$ cat config.mk
export PLATFORM = sky130hd
export DESIGN_NAME = reg_file_scoreboard
export DESIGN_NICKNAME = d
export VERILOG_FILES = /design/src/rtl/reg_file_scoreboard.sv
export SDC_FILE = /design/constraint.sdc
export NUM_CORES = 1
export LEC_CHECK = 0
export CAP_MARGIN = 20
export CELL_PAD_IN_SITES_DETAIL_PLACEMENT = 0
export CELL_PAD_IN_SITES_GLOBAL_PLACEMENT = 1
export CORE_UTILIZATION = 40
export DETAILED_ROUTE_END_ITERATION = 8
export DONT_BUFFER_PORTS = 1
export PLACE_DENSITY = 0.63
export REMOVE_ABC_BUFFERS = 1
export SLEW_MARGIN = 30
export SYNTH_ARGS = -nofsm -noshare
export SYNTH_HDL_FRONTEND = slang
export SYNTH_SLANG_ARGS = --single-unit
$ cat constraint.sdc
create_clock -name clock -period 3.75 [get_ports clock]
set_input_delay 0.75 -clock clock [delete_from_list [all_inputs] [get_ports clock]]
set_output_delay 0.75 -clock clock [all_outputs]
set_load 0.05 [all_outputs]
$ cat src/rtl/reg_file_scoreboard.sv
// Parametrised register file: one write port, two registered read ports
// with write bypass, port-B immediate, and a pending-write hazard scoreboard.
module reg_file_scoreboard #(
   parameter int DATA_WIDTH = 8,
   parameter int ADDR_WIDTH = 3,
   parameter bit ZERO_REG   = 1'b0
) (
   input  logic                  clock,
   input  logic                  reset_n,
   input  logic                  stall,
   input  logic [ADDR_WIDTH-1:0] read_addr_a,
   input  logic [ADDR_WIDTH-1:0] read_addr_b,
   input  logic                  immediate,
   input  logic [DATA_WIDTH-1:0] imm_value,
   input  logic                  write_enable,
   input  logic [ADDR_WIDTH-1:0] write_addr,
   input  logic [DATA_WIDTH-1:0] write_data,
   input  logic                  pend_set,
   input  logic [ADDR_WIDTH-1:0] pend_addr,
   output logic [DATA_WIDTH-1:0] read_data_a,
   output logic [DATA_WIDTH-1:0] read_data_b,
   output logic                  hazard
);

   localparam int DEPTH = 2**ADDR_WIDTH;
   localparam logic [DEPTH-1:0] ONE = {{(DEPTH-1){1'b0}}, 1'b1};

   logic [DATA_WIDTH-1:0] r_regs [DEPTH];
   logic [DEPTH-1:0]      r_pend;
   logic [DATA_WIDTH-1:0] r_rd_a;
   logic [DATA_WIDTH-1:0] r_rd_b;
   logic                  r_hazard;

   logic                  w_zb_w;
   logic                  w_zb_p;
   logic                  w_zb_a;
   logic                  w_zb_b;
   logic                  w_wr_ok;
   logic                  w_ps_ok;
   logic                  w_byp_a;
   logic                  w_byp_b;
   logic                  w_hit_a;
   logic                  w_hit_b;
   logic                  w_haz;
   logic [DATA_WIDTH-1:0] w_dat_a;
   logic [DATA_WIDTH-1:0] w_dat_b;
   logic [DEPTH-1:0]      w_clr;
   logic [DEPTH-1:0]      w_set;

   always_comb begin
      w_zb_w  = ZERO_REG && (write_addr == '0);
      w_zb_p  = ZERO_REG && (pend_addr == '0);
      w_zb_a  = ZERO_REG && (read_addr_a == '0);
      w_zb_b  = ZERO_REG && (read_addr_b == '0);
      w_wr_ok = write_enable && !w_zb_w;
      w_ps_ok = pend_set && !w_zb_p;
      w_byp_a = write_enable && (write_addr == read_addr_a);
      w_byp_b = write_enable && (write_addr == read_addr_b);
      w_dat_a = w_zb_a  ? '0
              : w_byp_a ? write_data
              : r_regs[read_addr_a];
      w_dat_b = immediate ? imm_value
              : w_zb_b    ? '0
              : w_byp_b   ? write_data
              : r_regs[read_addr_b];
      // hits use pre-edge pending; a same-cycle write retires the hazard
      w_hit_a = r_pend[read_addr_a] && !w_byp_a;
      w_hit_b = r_pend[read_addr_b] && !w_byp_b;
      w_haz   = w_hit_a || (!immediate && w_hit_b);
      w_clr   = w_wr_ok ? (ONE << write_addr) : '0;
      w_set   = w_ps_ok ? (ONE << pend_addr) : '0;
   end

   always_ff @(posedge clock or negedge reset_n) begin
      if (!reset_n) begin
         for (int i = 0; i < DEPTH; i++) begin
            r_regs[i] <= '0;
         end
      end else if (w_wr_ok) begin
         r_regs[write_addr] <= write_data;
      end
   end

   // set is applied after clear so a same-cycle set wins
   always_ff @(posedge clock or negedge reset_n) begin
      if (!reset_n) begin
         r_pend <= '0;
      end else begin
         r_pend <= (r_pend & ~w_clr) | w_set;
      end
   end

   always_ff @(posedge clock or negedge reset_n) begin
      if (!reset_n) begin
         r_rd_a   <= '0;
         r_rd_b   <= '0;
         r_hazard <= 1'b0;
      end else if (!stall) begin
         r_rd_a   <= w_dat_a;
         r_rd_b   <= w_dat_b;
         r_hazard <= w_haz;
      end
   end

   assign read_data_a = r_rd_a;
   assign read_data_b = r_rd_b;
   assign hazard      = r_hazard;

endmodule

==> results_dict.tcl, run 1 <==
set metrics [dict create \
    n_fill_cell 1039 \
    port_buffers 0 \
    placed_cell_area_um2 4830 \
    r2r_start "r_regs[32]" \
    antenna_found_initial 0 \
    crit_slowest_cell "nand4_1" \
    clock-sinks 89 \
    syn_area_um2 4750 \
    hold_viol 0 \
    avgSynthCellArea_um2 12.9 \
    ys_ff_latch 89 \
    swShare_pct 28.0 \
    initial_utilization_pct 41.2 \
    tightest_slew_ns 0.933 \
    power_frac_comb_pct 16.6 \
    area_growth_pct 8.59 \
    relSlewSlack_pct 37.7 \
    rsz0062_at_grt "no" \
    postLayoutSetupSlackWorst_ns 1.82 \
    fp.dieW_um 111 \
    period_needed_ns 1.93 \
    cts_resized 0 \
    p_clk_share_pct 34.1 \
    dr.first_iter.drc_count 186 \
    dp_worst_setup_slack_ns 1.47 \
    viasPerCell 5.96 \
    max_cap_viol_count 0 \
    crit_buf_inv 0 \
    vias 3012 \
    min_period_over_period_pct 51.4 \
    routed_wl_um 11600 \
    setup_viol 0 \
    dieHeight_um 111 \
    p_int_mw 2.09 \
    crit_chain "xnor2_1 -> nand4_1 -> and4_1 -> a221o_1" \
    ant_nets 0 \
    grt_pass1_vias 3134 \
    synth_enable_flop_cells 0 \
    status "finished, violations left" \
    grt_overflow 0 \
    yosys_most_used_dff "dfrtp_1" \
    seq_area_frac_synth_pct 46.9 \
    crit_type "input port to register" \
    cts_setup_buffers 0 \
    cts_buffers 9 \
    grt_first_pass_wirelength_um 18500 \
    violations "design-rule violations" \
    crit_arrival_ns 2.16 \
    cts_tree "built" \
    finalInstanceArea_um2 5160 \
    ir_worst_vdd_mv 0.195 \
    r2r-end "read_data_a[0]" \
    drcViolationCount 8 \
    core.rowCount 39 \
    tns_ns 0 \
    ctsLongestPathBuffers 2 \
    crit_family "simple AND/OR/NAND/NOR gates" \
    reg2reg_slack_ns 2.15 \
    cts_root_buffer "clkbuf_16" \
    post-dp-hpwl_um 7480 \
    path_clk_slew_ns 0.07 \
    fp.dieArea_um2 12300 \
    globalplace.congestion 0.721 \
    synthCells 368 \
    ios 51 \
    crit_start "write_addr[1]" \
    core-area_um2 11500 \
    pwr_density_cell_nw_per_um2 562 \
    switchingPower_mw 0.811 \
    async_flop_share_pct 100 \
    hp-class "input port to async pin" \
    synth_cell_types 31 \
    slowest_delay_ns 0.61 \
    ff2ff_path_depth 3 \
    grtUsageTotal_pct 20.3 \
    htreeDepth 3 \
    antenna_cells 0 \
    final_layout_size_suffix_gt1_share_pct 28.7 \
    pwr-share-seq_pct 49.3 \
    cp-start-kind "input port" \
    finalClockSkew_ns 0.00756 \
    fmax_mhz 519 \
    wl_per_cell_um 23.1 \
    grt_max_degree 90 \
    cp_max_fo 11 \
    crit_path_end_kind "register" \
    worst_ep_required_time_ns 3.98 \
    drtPass1Iterations 6 \
    drv_slew 0 \
    leakagePower_nw 2.21 \
    ys_warn_count 0 \
    clock_latency_ns 0.34 \
    hold_buffers 0 \
    nNetsFinal 391 \
]
==> cell type report <==
| class | instances | area [um^2] | share of cell area [%] |
|---|---|---|---|
| Sequential cell | 89 | 2230 | 43.2 |
| Tap cell | 143 | 179 | 3.47 |
| Timing Repair Buffer | 4 | 30.0 | 0.582 |
| Clock inverter | 4 | 76.3 | 1.48 |
| Inverter | 23 | 86.3 | 1.67 |
| Clock buffer | 12 | 246 | 4.78 |
| Multi-Input combinational cell | 230 | 2310 | 44.8 |
==> power groups by stage <==
| stage | registers, mW | clock network (mW) | logic, mW |
|---|---|---|---|
| 2_1_floorplan | 1.39 | 0 | 0.418 |
| 3_3_place_gp | 1.44 | 0 | 0.472 |
| 3_5_place_dp | 1.45 | 0 | 0.483 |
| 4_1_cts | 1.43 | 1.00 | 0.485 |
| 5_1_grt | 1.46 | 1.04 | 0.526 |
| 6_report | 1.43 | 0.989 | 0.480 |
==> worst reg2reg max path: cells and delay by family, from the launching register on <==
family	cells	cell delay [ns]
mux	2	0.77
flops	1	0.39
compound gates	1	0.31
==> stage by stage <==
step           utilization [%]  hold WS (ns)  power, mW  cells
5_1_grt                   44.8        0.0849       3.02    505
4_1_cts                   44.8        0.0903       2.92    505
6_report                  44.8        0.0943       2.90    505
2_1_floorplan                -         0.454       1.81    342
3_3_place_gp              41.9         0.456       1.92    489
3_5_place_dp              42.0         0.457       1.93    489
==> Yosys cell counts (2+ instances only) <==
| cell type | number | area (um^2) |
|---|---|---|
| a21oi_1 | 22 | 110 |
| a221o_1 | 4 | 40.0 |
| a222oi_1 | 5 | 50.1 |
| and2_1 | 5 | 31.3 |
| and4_1 | 2 | 17.5 |
| buf_1 | 2 | 7.51 |
| buf_2 | 10 | 50.1 |
| buf_6 | 3 | 33.8 |
| clkbuf_1 | 10 | 37.5 |
| dfrtp_1 | 89 | 2230 |
| inv_1 | 22 | 82.6 |
| mux2_2 | 54 | 608 |
| mux2i_1 | 14 | 140 |
| mux4_1 | 7 | 184 |
| mux4_2 | 28 | 631 |
| nand2_1 | 30 | 113 |
| nand2b_1 | 4 | 25.0 |
| nand4_1 | 2 | 12.5 |
| nand4b_1 | 3 | 26.3 |
| nor2_1 | 5 | 18.8 |
| nor3_2 | 2 | 20.0 |
| nor3b_2 | 2 | 25.0 |
| o21ai_0 | 28 | 140 |
| o22ai_1 | 2 | 12.5 |
| o32ai_1 | 2 | 17.5 |
| xnor2_1 | 6 | 52.6 |
==> worst max path at each step <==
stage | depth (start not counted) | slack [ns] | endpoint
global placement | 3 | 1.39 | r_regs[52]
CTS | 4 | 1.82 | hazard
finish | 4 | 1.82 | hazard
floorplan | 3 | 1.80 | read_data_a[0]
detailed placement | 4 | 1.47 | hazard
global route | 4 | 1.74 | hazard
==> sequential cells by signal, summed over array words and instances, names as in the netlist <==
| signal | count |
|---|---|
| read_data_b | 8 |
| read_data_a | 8 |
| hazard | 1 |
| r_regs | 64 |
| r_pend | 8 |
==> kinds of logic (layout without fill, tap and decap cells) <==
logic type,count (synthesis),in the layout,share of synthesized area (%)
muxes,103,103,32.9
buffers and inverters,49,43,4.69
DFF,89,89,46.9
and+or+nand+nor,56,56,6.22
xor gates and xnor gates,6,6,1.11
AOI/OAI and AO/OA,65,65,8.17
==> placed cells by master (no fill, tap or decap), types with 3 or more instances in the layout <==
cell	instances
dfrtp_1	89
o21ai_0	28
and2_1	5
mux2_2	54
a221o_1	4
xnor2_1	6
mux2i_1	14
mux4_2	28
a21oi_1	22
mux4_1	7
nand2b_1	4
nand2_1	30
buf_4	4
a222oi_1	5
nor2_1	5
inv_1	22
nand4b_1	3
clkbuf_16	9
==> layer usage <==
metal	global-route usage (%)	share of wire, %	vias to the layer above
met5	0	0	-
met4	8.04	1.8	0
met3	3.17	6.7	16
met2	33.0	48	87
met1	27.1	43	1565
li1	-	-	1344
Power figures use the tool's default switching activity.
==> run 2: changes to the inputs <==
ABC_AREA = 1   (was default)
PLACE_DENSITY = 0.7   (was 0.63)
clock period = 1.83 ns   (was 3.75 ns; I/O delays follow)
==> results_dict.tcl, run 2 <==
set metrics [dict create \
    grt_overflow 0 \
    max_cap_viol_count 0 \
    synth_top_cell_by_area "dfrtp_1" \
    synth.area.mux_share_pct 0 \
    fp.dieW_um 116 \
    grt_first_pass_wirelength_um 24700 \
    synth_xor_area_share_pct 0 \
    reg2reg_slack_ns 0.69 \
    worst_ep_required_time_ns 1.46 \
    crit_path_end_kind "output port" \
    regMostFlops "r_regs" \
    wl_per_cell_um 16.7 \
    synth-compound-area-share_pct 13.3 \
    synth_cell_types 22 \
    cp-start-kind "register" \
    initial_utilization_pct 41.0 \
    ctsLongestPathBuffers 2 \
    final_common_cell "nand2_1" \
    synth_top_family_by_area "simple AND/OR/NAND/NOR gates" \
    clock_latency_ns 0.34 \
    ant_nets 0 \
    final_layout_size_suffix_gt1_share_pct 6.46 \
    layout_common_cells "248 x nand2_1, 89 x dfrtp_1, 86 x o21ai_0" \
    port_buffers 0 \
    synth_most_common_cell "nand2_1" \
    dieHeight_um 116 \
    pwr_density_cell_nw_per_um2 1060 \
    ys_warn_count 0 \
    grt_max_degree 90 \
    vias 4742 \
    grtUsageTotal_pct 24.9 \
    tns_ns 0 \
    path_clk_slew_ns 0.06 \
    synthAdderAreaFrac_pct 0 \
    core-area_um2 12600 \
    yosys.area_share.simple_pct 32.6 \
    viasPerCell 5.18 \
    drtPass1Iterations 6 \
    ios 51 \
    syn_area_um2 5170 \
    crit_type "register to output port" \
    crit_arrival_ns 0.99 \
    antenna_cells 0 \
    nNetsFinal 772 \
    setup_viol 0 \
    n_fill_cell 1370 \
    htreeDepth 3 \
    ys_ff_latch 89 \
    drcViolationCount 0 \
    period_needed_ns 1.36 \
    synth_area_leaders "dfrtp_1 43%, nand2_1 18%, o21ai_0 8.3%" \
    seq_area_frac_synth_pct 43.1 \
    largest_reg_flops 64 \
    avgSynthCellArea_um2 6.83 \
    post-dp-hpwl_um 10500 \
    finalClockSkew_ns 0.00580 \
    synth_enable_flop_cells 0 \
    synthCells 757 \
    tightest_slew_ns 0.494 \
    synthTopCellsByCount "248 x nand2_1, 89 x dfrtp_1, 86 x o21ai_0" \
    synth.top_cell.area_share_pct 43.1 \
    dp_cells 899 \
    leakagePower_nw 2.75 \
    relSlewSlack_pct 67.1 \
    globalplace.congestion 0.822 \
    rsz0062_at_grt "no" \
    fp.dieArea_um2 13400 \
    violations "negative hold slack" \
    cts_root_buffer "clkbuf_16" \
    status "finished, violations left" \
    crit_start "read_data_a[1]" \
    cts_tree "built" \
    ir_worst_vdd_mv 0.791 \
    routed_wl_um 15200 \
    clock-sinks 89 \
    stdcell_count 915 \
    cts_buffers 9 \
    drv_slew 0 \
    area_growth_pct 8.51 \
    fin_hold_ws_ns -0.285 \
    grt_pass1_vias 4691 \
    dr.first_iter.drc_count 257 \
    fmax_mhz 735 \
    yosys_most_used_dff "dfrtp_1" \
    hp-class "input port to async pin" \
    core.rowCount 41 \
    power_mw 5.97 \
    r2r_start "r_pend[7]" \
    async_flop_share_pct 100 \
    min_period_over_period_pct 74.3 \
    hold_viol 89 \
    cp_max_fo 2 \
    antenna_found_initial 0 \
]
## run 2: cell count changes in the layout (fill, tap and decap cells not counted), sizes merged, moves of 14 or more
cell   change
mux2      -54
nor2      +62
nand2    +222
mux4      -35
o21ai     +65
inv       +66
mux2i     -14
nand3     +85
## run 2: metal layers
metal / routed length [um] / GRT usage (%) / share of wire [%] / vias up
met5: 0 / 0 / 0 / -
met2: 7320 / 40.3 / 48 / 141
met3: 702 / 5.33 / 4.6 / 35
met4: 556 / 10.9 / 3.6 / 0
li1: - / - / - / 2348
met1: 6670 / 32.1 / 44 / 2218
## run 2: final timing paths
| kind | endpoint | depth (start not counted) |
|---|---|---|
| worst min register to register | r_regs[52] | 2 |
| min in group clock | read_data_b[6] | 2 |
| worst min-delay path | r_regs[16] | 0 |
| max in group asynchronous | r_regs[45] | 0 |
| worst max register to register | hazard | 8 |
| worst max-delay path | read_data_a[1] | 0 |
## run 2: what timing repair did
| item | 4_1_cts | 5_1_grt |
|---|---|---|
| hold endpoints to repair | 89 | 89 |
| setup buffers | 0 | 0 |
| resized for setup | 0 | 0 |
## run 2: final cells by class
type | count | area (um^2) | share of cell area (%)
multi-input cells | 535 | 2370 | 42.3
inverters | 89 | 337 | 6.00
repair buffers | 14 | 105 | 1.87
flip-flops and latches | 89 | 2230 | 39.7
well taps | 172 | 215 | 3.83
clock inverters | 4 | 98.8 | 1.76
clock buffers | 12 | 256 | 4.57
## run 2: power by group
group | internal (mW) | switching [mW] | leakage, nW
clock | 1.41 | 0.771 | 0.173
combinational | 0.389 | 0.652 | 1.51
sequential | 2.34 | 0.404 | 1.07
total | 4.14 | 1.83 | 2.75
## run 2: through the flow
| stage | util [%] | setup slack, ns | area, um^2 |
|---|---|---|---|
| floorplan | - | 0.450 | 4940 |
| global placement | 41.7 | 0.314 | 5260 |
| detailed placement | 41.7 | 0.281 | 5260 |
| CTS | 44.5 | 0.449 | 5610 |
| global route | 44.5 | 0.440 | 5610 |
| finish | 44.5 | 0.470 | 5610 |
## run 2: logic make-up after synthesis
logic type,Yosys count
DFF,89
buffers and inverters,133
and+or+nand+nor,404
AOI/OAI and AO/OA,131
==> run 3: changes to the inputs <==
clock period = 1.4 ns   (was 1.83 ns; I/O delays follow)
==> results_dict.tcl, run 3 (synthesized netlist as in run 2, its figures left out) <==
set metrics [dict create \
    status "finished, violations left" \
    min_period_over_period_pct 94.6 \
    crit_type "register to output port" \
    globalplace.congestion 0.859 \
    grtUsageTotal_pct 25.0 \
    violations "negative hold slack" \
    grt_first_pass_wirelength_um 24500 \
    grt_pass1_vias 4567 \
    port_buffers 0 \
    n_fill_cell 1315 \
    layout_common_cells "248 x nand2_1, 89 x dfrtp_1, 86 x o21ai_0" \
    wl_per_cell_um 17.0 \
    power_mw 7.69 \
    tightest_slew_ns 0.546 \
    fmax_mhz 755 \
    grt_max_degree 90 \
    post-dp-hpwl_um 11000 \
    cts_buffers 9 \
    cts_tree "built" \
    final_common_cell "nand2_1" \
    largest_reg_flops 64 \
    drcViolationCount 0 \
    core.rowCount 41 \
    antenna_cells 0 \
    drv_slew 0 \
    period_needed_ns 1.32 \
    regMostFlops "r_regs" \
    drtPass1Iterations 5 \
    cp-start-kind "register" \
    antenna_found_initial 0 \
    fp.dieW_um 116 \
    ant_nets 0 \
    fp.dieArea_um2 13400 \
    cts_root_buffer "clkbuf_16" \
    fin_hold_ws_ns -0.375 \
    crit_arrival_ns 1.04 \
    dieHeight_um 116 \
    routed_wl_um 15700 \
    leakagePower_nw 2.78 \
    hp-class "input port to async pin" \
    ctsLongestPathBuffers 2 \
    cts_setup_buffers 0 \
    initial_utilization_pct 41.0 \
    area_growth_pct 9.48 \
    hold_viol 89 \
    vias 4746 \
    ir_worst_vdd_mv 0.754 \
    clock-sinks 89 \
    htreeDepth 3 \
    finalClockSkew_ns 0.00761 \
    max_cap_viol_count 0 \
    final_layout_size_suffix_gt1_share_pct 7.22 \
    dr.first_iter.drc_count 404 \
    core-area_um2 12600 \
    relSlewSlack_pct 63.6 \
    clock_latency_ns 0.35 \
    rsz0062_at_grt "no" \
    nNetsFinal 777 \
    worst_ep_required_time_ns 1.12 \
    ios 51 \
    cp_max_fo 2 \
    crit_path_end_kind "output port" \
    tns_ns 0 \
    viasPerCell 5.16 \
    setup_viol 0 \
    path_clk_slew_ns 0.07 \
    pwr_density_cell_nw_per_um2 1360 \
    grt_overflow 0 \
]
==> run 3: cell count changes in the layout (fill, tap and decap cells not counted), sizes merged <==
cell / delta
buf: +5
clkinv: +3
clkbuf: -2
bufinv: -1
==> run 3: cell type report <==
cell class / instances / area (um^2) / area share (%)
flip-flops and latches: 89 / 2230 / 39.3
multi-input cells: 535 / 2370 / 41.9
clock buffers: 10 / 239 / 4.22
inverters: 89 / 337 / 5.94
well taps: 172 / 215 / 3.80
clock inverters: 6 / 91.3 / 1.61
repair buffers: 19 / 180 / 3.18
==> run 3: layer usage <==
layer / wire, um / GRT usage, % / vias to the layer above
li1: - / - / 2351
met1: 6750 / 30.2 / 2248
met2: 7710 / 42.5 / 117
met3: 685 / 5.65 / 30
met4: 534 / 11.4 / 0
met5: 0 / 0 / -
==> run 3: worst paths after layout <==
path	startpoint	to	slack [ns]	cells past startpoint
setup / recovery	read_data_b[1]	read_data_b[1]	0.08	0
min in group clock	stall	read_data_a[5]	0.04	2
setup reg to reg	r_regs[5]	read_data_a[5]	0.26	6
hold reg to reg	r_regs[47]	r_regs[47]	0.52	2
max in group asynchronous	reset_n	read_data_a[6]	1.61	0
hold / removal	reset_n	r_regs[0]	-0.37	0
==> run 3: report_power, final <==
group          internal (mW)  switching [mW]  total, mW  leakage, nW
Combinational          0.527           0.871       1.40         1.55
Clock                   1.62            1.06       2.68        0.163
Sequential              3.06           0.550       3.61         1.07
==> run 3: repair_timing <==
action,4_1_cts,5_1_grt
endpoints found under the setup margin,0,0
endpoints found under the hold margin,89,89
gates resized for setup,0,0
==> run 3: per-stage QoR <==
step,setup slack (ns),instances,cell area [um^2],util [%]
6_report,0.0758,920,5660,44.9
5_1_grt,0.0619,920,5660,44.9
4_1_cts,0.0750,920,5660,44.9
3_5_place_dp,0.0269,904,5330,42.3
3_3_place_gp,0.0176,904,5330,42.3
2_1_floorplan,0.106,713,4940,-
